File: config.mk
export PLATFORM = sky130hd
export DESIGN_NAME = demux4_16bit_reg
export DESIGN_NICKNAME = d
export VERILOG_FILES = /design/src/rtl/demux4_16bit_reg.sv
export SDC_FILE = /design/constraint.sdc
export NUM_CORES = 1
export LEC_CHECK = 0
export CORE_ASPECT_RATIO = 0.9
export CORE_UTILIZATION = 35
export CTS_BUF_LIST = sky130_fd_sc_hd__clkbuf_8 sky130_fd_sc_hd__clkbuf_16
export CTS_CLUSTER_DIAMETER = 40
export DETAILED_ROUTE_END_ITERATION = 16
export PLACE_DENSITY_LB_ADDON = 0.12
export SLEW_MARGIN = 0
export SYNTH_ARGS = -nofsm -noshare
export SYNTH_HDL_FRONTEND = slang
export SYNTH_SLANG_ARGS = --single-unit
File: constraint.sdc
create_clock -name clk -period 2.9 [get_ports clk]
set_input_delay 0.725 -clock clk [delete_from_list [all_inputs] [get_ports clk]]
set_output_delay 0.725 -clock clk [all_outputs]
set_load 0.005 [all_outputs]
File: src/rtl/demux4_16bit_reg.sv
// demux4_16bit_reg: routes one input word per cycle to one of four output
// ports, each backed by a single-entry holding register with valid/ready
// handshaking. A port accepts a new word when it is empty or is being
// drained on the same edge, so each port can sustain one word per cycle.
//
// Ports:
//   clk           rising-edge clock
//   rst_n         asynchronous active-low reset
//   in_data       word to route (WIDTH bits)
//   in_dest       destination port index 0..3
//   in_valid      in_data/in_dest valid this cycle
//   in_ready      combinational: selected port can take a word this cycle
//   out_data      port k data at [k*WIDTH +: WIDTH] (registered)
//   out_valid     bit k: port k holds an undelivered word (registered)
//   out_ready     bit k: port k consumer takes the word this cycle
//   accept_count  running count of accepted words, wraps at 256 (registered)
module demux4_16bit_reg #(
  parameter int unsigned WIDTH = 16
) (
  input  logic                 clk,
  input  logic                 rst_n,
  input  logic [WIDTH-1:0]     in_data,
  input  logic [1:0]           in_dest,
  input  logic                 in_valid,
  output logic                 in_ready,
  output logic [4*WIDTH-1:0]   out_data,
  output logic [3:0]           out_valid,
  input  logic [3:0]           out_ready,
  output logic [7:0]           accept_count
);

  localparam int unsigned NPORTS = 4;

  logic [WIDTH-1:0]  hold_q [NPORTS];
  logic [NPORTS-1:0] load;
  logic [NPORTS-1:0] valid_d;
  logic              accept;

  // Ready looks only at the addressed port: empty, or freed on this edge.
  assign in_ready = ~out_valid[in_dest] | out_ready[in_dest];
  assign accept   = in_valid & in_ready;

  // Per-port load strobes and next occupancy.
  always_comb begin
    load    = '0;
    valid_d = out_valid;
    for (int k = 0; k < NPORTS; k++) begin
      load[k]    = accept && (in_dest == 2'(k));
      // A load always leaves the port full; otherwise a drain empties it.
      valid_d[k] = load[k] | (out_valid[k] & ~out_ready[k]);
    end
  end

  // Occupancy flags and accept counter.
  always_ff @(posedge clk or negedge rst_n) begin
    if (!rst_n) begin
      out_valid    <= '0;
      accept_count <= '0;
    end else begin
      out_valid <= valid_d;
      if (accept) begin
        accept_count <= accept_count + 8'd1;
      end
    end
  end

  // Holding registers: only written on a load, so stalled or empty ports keep their value.
  always_ff @(posedge clk or negedge rst_n) begin
    if (!rst_n) begin
      for (int k = 0; k < NPORTS; k++) begin
        hold_q[k] <= '0;
      end
    end else begin
      for (int k = 0; k < NPORTS; k++) begin
        if (load[k]) begin
          hold_q[k] <= in_data;
        end
      end
    end
  end

  // Pack holding registers onto the output bus.
  always_comb begin
    out_data = '0;
    for (int k = 0; k < NPORTS; k++) begin
      out_data[k*WIDTH +: WIDTH] = hold_q[k];
    end
  end

endmodule

# Word level (Yosys, flattened, before mapping)
# Index checks and enable logic that the tools add are counted.
word_totals:
  reg_bits: 76
  inputBits: 25
op_classes:
  add_sub_neg: 1
  magnitude_cmp: 1
  eq_ne: 3
  muxes: 4
  bitwise_logic: 15
  reduce_logical: 5
op_table:
  columns: ["cell", "count"]
  rows:
  - ["adder 8 x 1 -> 8 bit, second input constant", 1]
  - ["AND 1 bit", 5]
  - ["inverter 1 bit", 5]
  - ["OR 1 bit", 5]
  - ["binary-select mux 1 bit (select 2 bit)", 2]
  - ["equality test 2 bit, second input constant", 2]
  - ["logical AND 1 bit", 4]
  - ["< comparator 2 x 3 -> 1 bit, second input constant", 1]
  - ["equality test 2 x 1 -> 1 bit, second input constant", 1]
  - ["logical NOT 2 bit", 1]
  - ["2-to-1 mux 1 bit", 2]

# Depth between registers and ports, before layout
depth:
  word_depth: 7
  ltp_mapped: 6
  depth_no_buf: 4

# Least setup slack after synthesis
# OpenSTA, ideal clock, no wires.
synth_path:
  path_type: "input to output"
  startpoint: "input out_ready[3]"
  endpoint: "output in_ready"
  arrival_ps: 1416
  required_ps: 2175
  setup_slack_ps: 759
  cell_stages: 2
  n_path_buf: 0
  cell_sequence: "nand2b_1 mux4_2"
synth_via:
  elab_chain_len: 3
synth_lines:
  columns: ["item", "line_no", "source"]
  rows:
  - ["start: declaration", "28", "input logic [3:0] out_ready,"]
  - ["binary-select mux 1 bit (select 2 bit)", "40", "assign in_ready = ~out_valid[in_dest] | out_ready[in_dest];"]
  - ["2-to-1 mux 1 bit (not written as such)", "40", null]
  - ["OR 1 bit", "40", null]
  - ["end: declaration", "25", "output logic in_ready,"]
# No other way between the ends. The select of a mux whose other input is x is not followed.

# Final worst setup path
# Ends and elaborated chain as after synthesis.

==> results.sh <==
export IMPL_power_density_nw_per_um2=724
export IMPL_hold_class="in -> async"
export IMPL_synth_cells=184
export IMPL_routedWlPerCell_um=15.6
export IMPL_yosys_warnings=0
export IMPL_clk_insertion_delay_late_ps=340
export IMPL_grt_pass1_wl_mm=11.1
export IMPL_syn_area_per_cell_um2=16.8
export IMPL_cts_buffers=9
export IMPL_cts_tree="yes"
export IMPL_dieHeight_um=91.1
export IMPL_grt_max_degree=47
export IMPL_multiInputGateArea_um2=1100
export IMPL_htree_levels=3
export IMPL_cp_top_family="buffers and inverters"
export IMPL_endpoint_kind="primary output"
export IMPL_drt_pass1_iter_count=4
export IMPL_rsz0062_at_grt="false"
export IMPL_place_congestion=0.688
export IMPL_critical_path_required_ps=2170
export IMPL_yosysSeqAreaShare=0.616
export IMPL_n_antenna_cell=0
export IMPL_finalCritPeriodShare=0.951
export IMPL_area_growth_pct=44.2
export IMPL_synthDistinctLibCells=27
export IMPL_cts_sinks=76
export IMPL_p_leak_nw=1.90
export IMPL_holdWs_ps=381
export IMPL_cts_root_buf="clkbuf_8"
export IMPL_wl_mm=6.63
export IMPL_first_global_vias=2055
export IMPL_io_pins=102
export IMPL_syn_nets=210
export IMPL_rows=32
export IMPL_seq_area_um2=1900
export IMPL_setup_violations=0
export IMPL_status="finished clean"
export IMPL_max_stage_delay_ps=490
export IMPL_antenna_found_initial=0
export IMPL_post_route_util=0.520
export IMPL_grtUsageTotal=0.160
export IMPL_cp_slowest_cell="mux4_2"
export IMPL_cts_buffer_depth=2
export IMPL_drc=0
export IMPL_die_area_um2=9200
export IMPL_portBuffers=101
export IMPL_syn_area_um2=3090
export IMPL_overflow=0
export IMPL_worstSetupStartpointType="input port"
export IMPL_final_nets=327
export IMPL_initial_utilization=0.360
export IMPL_min_period_ps=2760
export IMPL_crit_fanout=2
export IMPL_vias=1930
export IMPL_tightest_slew_ps=594
export IMPL_drv_slew=0
export IMPL_coreArea_um2=8570
export IMPL_worst_ep_arrival_time_ps=2030
export IMPL_drv_cap=0
export IMPL_synth_seq_cells=76
export IMPL_die_w_um=101
export IMPL_cp_buffers_inverters=2
export IMPL_drive_above_1_share=0.331
export IMPL_clk_pin_slew_ps=70
export IMPL_path_cells="clkdlybuf4s50_1 > nand2b_1 > mux4_2 > dlygate4sd2_1"
export IMPL_hold_viol=0
export IMPL_ir_worst_vdd_v=0.000322
export IMPL_routed_via_density=4.55
export IMPL_ant_nets=0
export IMPL_slew_headroom=0.604
export IMPL_hpwl_mm=4.53
export IMPL_fillers=757
export IMPL_worstSetupPathType="in -> out"
export IMPL_fmax_mhz=363
export IMPL_final_setup_skew_ps=4.73
export IMPL_dr_first_iter_drc_count=19
worst register-to-register path, stage by stage, from the launching register on:
cell	delay, ps
dfrtp_1	400
nand2b_4	60
mux4_2	460
buf_4	180
nand2_2	90
mux2_1	330
sequential cells by signal, summed over array words and instances (netlist names):
signal        cells
accept_count      8
out_valid         4
out_data         64
cells in the final DEF (no fill, tap or decap), types with 3 or more instances in the layout:
cell type / netlist / final
xnor2_1: 7 / 7
mux2_2: 44 / 44
buf_4: 0 / 13
dfrtp_1: 76 / 76
nand2_1: 4 / 4
clkdlybuf4s50_1: 0 / 99
mux2_4: 20 / 20
nand3_1: 4 / 4
clkbuf_8: 0 / 9
nand2b_1: 3 / 3
cell families (layout without fill, tap and decap cells):
family                     Yosys count  after routing  share of synthesized area
buffers and inverters                8            129                     0.0288
DFF                                 76             76                      0.616
AOI/OAI and AO/OA                    1              1                    0.00162
xor gates and xnor gates             7              7                     0.0199
and+or+nand+nor                     25             25                     0.0612
muxes                               66             66                      0.269
adders and majority gates            1              1                    0.00405
synth_stat cells:
cell / n / area share
nor3b_4: 1 / 0.0061
and3_1: 2 / 0.0041
buf_6: 4 / 0.015
and4_2: 1 / 0.0032
and3_4: 1 / 0.0036
inv_1: 1 / 0.0012
and3_2: 1 / 0.0024
mux4_2: 1 / 0.0073
ha_1: 1 / 0.0041
dfrtp_1: 76 / 0.62
nand2_1: 4 / 0.0049
nand3_1: 4 / 0.0065
mux2_4: 20 / 0.097
nand2b_1: 3 / 0.0061
and2b_4: 1 / 0.0032
nand4_1: 2 / 0.0041
buf_12: 1 / 0.0065
xnor2_1: 7 / 0.020
o21ai_0: 1 / 0.0016
buf_2: 1 / 0.0016
nand2b_4: 1 / 0.0045
and2_1: 1 / 0.0020
mux2_2: 44 / 0.16
nand2_2: 2 / 0.0041
buf_8: 1 / 0.0049
nand3b_4: 1 / 0.0065
mux2_1: 1 / 0.0036
where the power goes:
group          total (mW)  internal, mW  switching, mW  leakage (nW)
registers            1.45          1.30          0.153         0.911
logic               0.932         0.663          0.268         0.886
clock network       0.842         0.474          0.368         0.106
total                3.22          2.43          0.789          1.90
area by class of cell:
type,count,area share
Multi-Input combinational cell,100,0.246
Clock inverter,6,0.0183
Timing Repair Buffer,113,0.246
Clock buffer,9,0.0278
Sequential cell,76,0.427
Tap cell,119,0.0334
Inverter,1,0.000843
path summary, 6_finish.rpt:
path | cells after the start | startpoint | to | slack [ps]
worst max-delay path | 4 | out_ready[3] | in_ready | 140
worst min-delay path | 1 | rst_n | accept_count[5]$_DFFE_PN0P_ | 380
worst max register to register | 5 | out_valid[0]$_DFF_PN0_ | accept_count[1]$_DFFE_PN0P_ | 1270
worst min register to register | 1 | accept_count[7]$_DFFE_PN0P_ | accept_count[7]$_DFFE_PN0P_ | 470
max in group asynchronous | 2 | rst_n | out_data[29]$_DFFE_PN0P_ | 1880
min in group clk | 1 | accept_count[7]$_DFFE_PN0P_ | accept_count[7]$_DFFE_PN0P_ | 470
layer usage:
layer | vias to the layer above | wire [µm] | track usage
met5 | - | 0 | 0
met4 | 0 | 130 | 0.0676
met3 | 13 | 495 | 0.0624
met2 | 70 | 2820 | 0.225
met1 | 964 | 3180 | 0.218
li1 | 883 | - | -
what timing repair did:
| item | 4_1_cts | 5_1_grt |
|---|---|---|
| hold buffers | 0 | 0 |
| buffers inserted | 0 | 0 |
| gates resized for setup | 1 | 0 |
| setup endpoints to repair | 1 | 0 |
| hold endpoints to repair | 0 | 0 |
metrics by stage:
stage | worst slack (ps) | std cells | instance area (µm²) | total power, mW | TNS (ps)
global placement | -39.9 | 409 | 4250 | 2.40 | -39.9
CTS | 132 | 424 | 4450 | 3.27 | 0
global route | 87.5 | 424 | 4450 | 3.41 | 0
finish | 143 | 424 | 4450 | 3.22 | 0
detailed placement | -52.8 | 409 | 4250 | 2.41 | -52.8
floorplan | 759 | 184 | 3090 | 1.79 | 0
(Power assumes the default switching activity.)
